$ cat src/rtl/mux_rr_nto1.sv
// mux_rr_nto1: N-to-1 channel multiplexer with a single registered output
// stage. Channels are chosen either by an explicit index (MODE=0) or by a
// round-robin arbiter (MODE=1). The output register accepts a new word
// whenever it is empty or being drained, so back-to-back words flow at one
// per cycle.
`timescale 1ns/1ps

module mux_rr_nto1 #(
   parameter int WIDTH    = 64,
   parameter int CHANNELS = 4,
   parameter int MODE     = 1,
   localparam int SW      = $clog2(CHANNELS)
) (
   input  logic                      clk,
   input  logic                      reset,
   input  logic [SW-1:0]             i_select,
   input  logic [CHANNELS-1:0]       i_valid,
   input  logic [CHANNELS*WIDTH-1:0] i_data,
   output logic [CHANNELS-1:0]       o_ready,
   output logic                      o_valid,
   output logic [WIDTH-1:0]          o_data,
   output logic [SW-1:0]             o_grant,
   input  logic                      i_ready
);

   // Output register state and the round-robin pointer
   logic             o_valid_q, o_valid_d;
   logic [WIDTH-1:0] o_data_q,  o_data_d;
   logic [SW-1:0]    o_grant_q, o_grant_d;
   logic [SW-1:0]    ptr_q,     ptr_d;

   // Arbitration results
   logic             sel_grant_valid;
   logic [SW-1:0]    rr_grant;
   logic             rr_grant_valid;
   int               rr_dist;
   int               rr_best;
   logic [SW-1:0]    grant;
   logic             grant_valid;
   logic             load_en;
   logic             load;
   logic [WIDTH-1:0] sel_word;

   // Explicit select: grant only when the index names a real, valid channel
   always_comb begin
      // NOTE: every variable gets a default before any branch so no latch is inferred.
      sel_grant_valid = 1'b0;
      for (int k = 0; k < CHANNELS; k++) begin
         if (i_select == SW'(k) && i_valid[k]) sel_grant_valid = 1'b1;
      end
   end

   // Round-robin: pick the valid channel at the smallest distance after ptr;
   // ptr itself is treated as distance CHANNELS so it is searched last
   always_comb begin
      rr_grant       = ptr_q;
      rr_grant_valid = 1'b0;
      rr_best        = CHANNELS + 1;
      rr_dist        = 0;
      for (int k = 0; k < CHANNELS; k++) begin
         if (i_valid[k]) begin
            rr_dist = (k + CHANNELS - int'(ptr_q)) % CHANNELS;
            if (rr_dist == 0) rr_dist = CHANNELS;
            if (rr_dist < rr_best) begin
               rr_best        = rr_dist;
               rr_grant       = SW'(k);
               rr_grant_valid = 1'b1;
            end
         end
      end
   end

   // Mode select, per-channel ready and the selected data word
   always_comb begin
      grant       = (MODE == 0) ? i_select : rr_grant;
      grant_valid = (MODE == 0) ? sel_grant_valid : rr_grant_valid;
      load_en     = !o_valid_q || i_ready;
      // Reset blocks any channel transfer, including on the edge it is high
      load        = load_en && grant_valid && !reset;
      o_ready     = '0;
      sel_word    = '0;
      for (int k = 0; k < CHANNELS; k++) begin
         if (grant == SW'(k)) begin
            o_ready[k] = load;
            sel_word   = i_data[k*WIDTH +: WIDTH];
         end
      end
   end

   // Next state: load replaces the word (even while draining); a drain with
   // no load empties the register but keeps the last data and grant visible
   always_comb begin
      o_valid_d = o_valid_q;
      o_data_d  = o_data_q;
      o_grant_d = o_grant_q;
      ptr_d     = ptr_q;
      if (load) begin
         o_valid_d = 1'b1;
         o_data_d  = sel_word;
         o_grant_d = grant;
         ptr_d     = grant;
      end else if (o_valid_q && i_ready) begin
         o_valid_d = 1'b0;
      end
   end

   // State registers; ptr resets to the last channel so channel 0 wins first
   always_ff @(posedge clk or posedge reset) begin
      if (reset) begin
         // NOTE: the data register is reset as well, because a zero word must be visible during reset.
         o_valid_q <= 1'b0;
         o_data_q  <= '0;
         o_grant_q <= '0;
         ptr_q     <= SW'(CHANNELS - 1);
      end else begin
         // NOTE: sequential state uses non-blocking assignments only.
         o_valid_q <= o_valid_d;
         o_data_q  <= o_data_d;
         o_grant_q <= o_grant_d;
         ptr_q     <= ptr_d;
      end
   end

   assign o_valid = o_valid_q;
   assign o_data  = o_data_q;
   assign o_grant = o_grant_q;

endmodule
$ cat config.mk
export PLATFORM = sky130hd
export DESIGN_NAME = mux_rr_nto1
export DESIGN_NICKNAME = d
export VERILOG_FILES = /design/src/rtl/mux_rr_nto1.sv
export SDC_FILE = /design/constraint.sdc
export NUM_CORES = 1
export LEC_CHECK = 0
export CAP_MARGIN = 0
export CORE_AREA = 2 2 129 131
export CTS_BUF_LIST = sky130_fd_sc_hd__clkbuf_16
export CTS_CLUSTER_DIAMETER = 50
export DETAILED_ROUTE_END_ITERATION = 12
export DIE_AREA = 0 0 131 133
export PLACE_DENSITY = 0.84
export SLEW_MARGIN = 20
export SYNTH_ARGS = -nofsm -noshare
export SYNTH_HDL_FRONTEND = slang
export SYNTH_SLANG_ARGS = --single-unit
$ cat constraint.sdc
create_clock -name clk -period 12.2 [get_ports clk]
set_clock_uncertainty 0.1 [all_clocks]
set_input_delay 3.66 -clock clk [delete_from_list [all_inputs] [get_ports clk]]
set_output_delay 3.66 -clock clk [all_outputs]
set_load 0.01 [all_outputs]
# Word level (Yosys, flattened, before mapping)
# Index checks and enable logic that the tools add are counted.
[totals] ff_bits=69 latchBits=0 mem_bits_rw=0 rom_bits=0 in_bits=265 out_inout_bits=71 word_cells=75 memories=0
[op_classes] n_addsub=4 mul=0 div=0 magnitude_cmp=4 n_eq_ne=3 shift=0 muxes=40 bitwise_logic=4 n_reduce_logical=16
[ops] operator="$mux 32" count=14
[ops] operator="$mux 64" count=4
[ops] operator="$logic_not 32->1" count=4
[ops] operator="$lt 32x32->1" count=3
[ops] operator="$lt 32x4->1 const B" count=1
[ops] operator="$mux 2" count=8
[ops] operator="$sub 3x2->4 const A" count=4
[ops] operator="$mux 1" count=14
[ops] operator="$reduce_or 2->1" count=4
[ops] operator="$and 1x1->1" count=4
[ops] operator="$eq 2x2->1 const B" count=2
[ops] operator="$logic_and 1x1->1" count=3
[ops] operator="$eq 2x1->1 const B" count=1
[ops] operator="$logic_not 1->1" count=2
[ops] operator="$logic_not 2->1" count=1
[ops] operator="$reduce_bool 2->1" count=1
[ops] operator="$logic_or 1x1->1" count=1

# Logic depth before layout (Yosys ltp)
[depth] ltp_word=23 depth_mapped=27 depth_no_buf=21

# Least setup slack after synthesis
# No wires, ideal clock.
[synth_timing] path_kind="input to output" from="in i_valid[0]" to="out o_ready[3]" arrival_ns=7.724 required_ns=8.440 setup_slack_ns=0.716 path_stages=24 path_buffers=5 path_cell_list="nand2b_1 > inv_1 > ha_1 > or3b_1 > buf_2 > and3_1 > a31oi_1 > ha_1 > nand2b_1 > a21oi_1 > a21o_1 > clkbuf_1 > nand2_1 > o21ai_0 > ha_1 > o21a_1 > o2111ai_1 > o31a_1 > a2111oi_4 > or2_1 > buf_2 > buf_4 > buf_4 > nor2_1"
[synth_between] elab_chain_len=13 word_cells_on_any_way=26 cone_classes="order compare: 3; eq/ne: 1; mux: 20; reduce/logical: 2"
[synth_lines] element="start: declaration" line="17" source="input logic [CHANNELS-1:0] i_valid,"
[synth_lines] element="$mux 32" line="61" source="if (i_valid[k]) begin"
[synth_lines] element="$lt 32x32->1" line="64" source="if (rr_dist < rr_best) begin"
[synth_lines] element="$mux 32" line="64"
[synth_lines] element="$mux 32" line="61"
[synth_lines] element="$lt 32x32->1" line="64"
[synth_lines] element="$mux 32" line="64"
[synth_lines] element="$mux 32" line="61"
[synth_lines] element="$lt 32x32->1" line="64"
[synth_lines] element="$mux 1" line="64"
[synth_lines] element="$mux 1" line="61"
[synth_lines] element="$logic_and 1x1->1 (2 in a row)" line="79" source="load = load_en && grant_valid && !reset;"
[synth_lines] element="$mux 1 *" line="83" source="if (grant == SW'(k)) begin"
[synth_lines] element="end: declaration" line="19" source="output logic [CHANNELS-1:0] o_ready,"
# Every way passes the cells marked *; elsewhere a longest branch is shown, timed or not.

# Worst setup path after layout
[layout_timing] from="in i_valid[0]" to="out o_ready[2]"
# Same word-level chain as after synthesis.

==> results.py <==
metrics = {
    "worst_setup_path": {
        "critical_path.slowest_cell": "or4_1",
        "startpoint_type": "input port",
        "r2r_cells": 20,
        "worstPathMaxFanout": 4,
        "crit_chain": "clkdlybuf4s50_1 > nand2b_1 > inv_1 > ha_1 > or3b_1 > and3_1 > a31oi_2 > ha_1 > nand2b_1 > a21oi_1 > a21o_1 > nand2_1 > o21ai_0 > ha_1 > o21a_1 > o2111ai_1 > o31a_1 > and2_2 > or4_1 > nor2_1 > dlymetal6s2s_1",
        "cp-end-kind": "output pin",
        "worst-setup-path-type": "input port to output pin",
        "critPathArrivalTime_ns": 8.12,
        "cpPeakStageDelay_ns": 0.57,
        "crit_top_cell": "ha_1",
        "required_ns": 8.44,
    },
    "pwr": {
        "power_density_nw_per_um2": 253,
        "peak_supply_drop_uv": 221,
        "power_leakage_uw": 0.00366,
    },
    "finish": {
        "drive_gt1_frac": 0.0536,
        "antenna_cells": 0,
        "area.growth.synth_to_final_pct": 74.0,
        "finish.net_count": 1281,
    },
    "grt": {
        "grt_overflow": 0,
        "grt_start_max_net_pins": 70,
        "vias_in_the_first_global_route": 6321,
        "grt_pass1_wl_mm": 34.0,
        "antenna_found_initial": 0,
        "groute.usage.overall": 0.252,
    },
    "floorplan": {
        "fp.dieW_um": 131,
        "boundary_pin_count": 336,
        "start_util": 0.320,
        "fp.dieArea_um2": 17400,
        "core_region_area_um2": 16200,
        "floorplan.rows": 47,
        "floorplan.die.height_um": 133,
    },
    "logic_synthesis": {
        "synth_seq_cells": 69,
        "synth_enable_flop_cells": 0,
        "netlist_area_before_placement_um2": 5180,
        "synth-async-reset-ratio": 1.00,
        "postSynthNetCount": 980,
        "synth.lib_cells_used.distinct": 46,
        "postSynthCellCount": 702,
        "yosysSeqAreaShare": 0.334,
        "ys.warnings.count": 0,
        "synth_flop_cell": "dfrtp_1",
        "postSynthAreaPerCell_um2": 7.38,
    },
    "sta": {
        "worst_slew_margin": 0.170,
        "report.final.slew_viol_count": 0,
        "hold-worst-slack_ns": 0.402,
        "hold_violations": 0,
        "finalCriticalPeriod_ns": 11.88,
        "fmax_mhz": 84.2,
        "max_slew.worst_pin.slew_ns": 1.21,
        "grt_setup_unrepaired": "false",
        "period_share": 0.974,
        "total_setup_violations_reported_at_the_end_of_the_flow": 0,
        "setup_tns_ns": 0,
    },
    "clock_network": {
        "path_clk_slew_ns": 0.05,
        "ctsHoldBuffers": 0,
        "clkLatencyLatePin_ns": 0.33,
        "cts_tree": "done",
        "clock_path_buffers": 2,
        "h-tree-depth": 3,
        "clk_root_buffer_cell": "clkbuf_16",
        "cts_buffers": 9,
        "clk_sink_count": 69,
    },
    "routing": {
        "drc": 0,
        "drt_iter0_drc": 416,
        "vias": 6605,
        "wl_per_cell_um": 18.6,
        "wirelength_mm": 22.8,
        "drt-vias-per-instance": 5.38,
        "detailed_routing_iterations_pass_1": 5,
        "antenna_left": 0,
    },
    "run_status": {
        "outcome": "complete, no violations",
    },
    "worst_hold_path": {
        "min_path_type": "register to register",
        "worstHoldPathCells": 1,
    },
    "run": {
        "max_capacitance_violation_count": 0,
    },
    "placed_design": {
        "dp_hpwl_mm": 16.4,
        "gp_routability_congestion": 0.918,
        "placement.io_buffers": 333,
    },
}
where the power goes:
part	leakage (µW)	internal, µW	switching, µW
registers	0.000835	350	67.0
clock network	0.000144	154	97.9
logic	0.00268	676	935
total	0.00366	1180	1100
Yosys cell counts, drive strengths merged, types with 2 or more instances:
cell type | number | area, µm²
dfrtp | 67 | 1680
nand3 | 52 | 260
a32o | 13 | 130
o21ai | 66 | 330
or3 | 51 | 319
nor2 | 77 | 289
a2111oi | 14 | 141
and3 | 2 | 12.5
nand2b | 7 | 43.8
o21a | 3 | 22.5
nor2b | 3 | 18.8
dfstp | 2 | 52.6
a22oi | 2 | 15.0
a21oi | 55 | 275
inv | 7 | 26.3
clkbuf | 42 | 158
mux2i | 2 | 23.8
ha | 13 | 163
nand2 | 107 | 402
nor3 | 2 | 10.0
o31ai | 64 | 480
buf | 28 | 145
and2 | 5 | 31.3
worst max-delay path, delay by kind of cell:
kind / cells / cell delay, ns
buffers and inverters: 3 / 0.66
adders and majority gates: 3 / 0.76
AOI/OAI and AO/OA: 7 / 1.18
and+or+nand+nor: 8 / 1.85
per-layer routing:
| layer | vias to the layer above | track usage | share of wire |
|---|---|---|---|
| met5 | - | 0 | 0 |
| li1 | 3134 | - | - |
| met1 | 3085 | 0.301 | 0.39 |
| met4 | 0 | 0.111 | 0.037 |
| met3 | 55 | 0.0578 | 0.085 |
| met2 | 331 | 0.426 | 0.49 |
logic make-up after synthesis:
kind of cell,after synthesis,share of synthesized area
mux,2,0.00459
simple gates,313,0.279
fa+ha+maj,13,0.0314
buf+inv,77,0.0635
compound gates,228,0.288
flops,69,0.334
final cells by class:
type / instances / area, µm²
well taps: 220 / 275
fillers: 1489 / 7150
flip-flops and latches: 69 / 1730
clock inverters: 6 / 48.8
inverters: 7 / 27.5
clock buffers: 9 / 225
multi-input cells: 556 / 3160
repair buffers: 360 / 3550
path summary, 6_finish.rpt:
kind	slack (ns)	start	to
max	0.32	i_valid[0]	o_ready[2]
min	0.40	o_grant[0]	o_grant[0]
max reg2reg	6.49	ptr_q[0]	o_data[36]
min reg2reg	0.40	o_grant[0]	o_grant[0]
max in group asynchronous	7.42	reset	ptr_q[0]
min in group asynchronous	3.61	reset	o_data[23]
layout by cell type, fill, tap and decap left out, drive strengths merged, types with 2 or more instances in the layout:
cell / instances
clkdlybuf4s50: 329
nand2: 107
nor2: 77
dfrtp: 67
o21ai: 66
o31ai: 64
a21oi: 55
nand3: 52
or3: 51
buf: 27
a2111oi: 14
a32o: 13
ha: 13
inv: 9
clkbuf: 9
nand2b: 7
and2: 5
dlymetal6s2s: 4
o21a: 3
nor2b: 3
clkinv: 3
and3: 2
dfstp: 2
nor3: 2
mux2i: 2
a22oi: 2
state kept, by name, summed over array words and instances (netlist names):
signal / flops
o_data: 64
o_grant: 2
o_valid: 1
ptr_q: 2
per-stage QoR:
| stage | instances | total power [µW] | util | worst slack, ns | cell area (µm²) |
|---|---|---|---|---|---|
| after floorplan | 702 | 1360 | - | 0.716 | 5180 |
| after detailed placement | 1209 | 2010 | 0.537 | 0.0197 | 8690 |
| final | 1227 | 2280 | 0.558 | 0.322 | 9020 |
| after global placement | 1209 | 1980 | 0.537 | 0.0396 | 8690 |
| after global routing | 1227 | 2460 | 0.558 | 0.0793 | 9020 |
| after CTS | 1224 | 2270 | 0.555 | 0.0166 | 8970 |
timing repair:
item / 4_1_cts / 5_1_grt
gates resized for setup: 1 / 7
pin swaps: 0 / 2
setup buffers: 0 / 3
setup endpoints to repair: 1 / 4
Note: power is estimated with default switching activity, not from simulation.
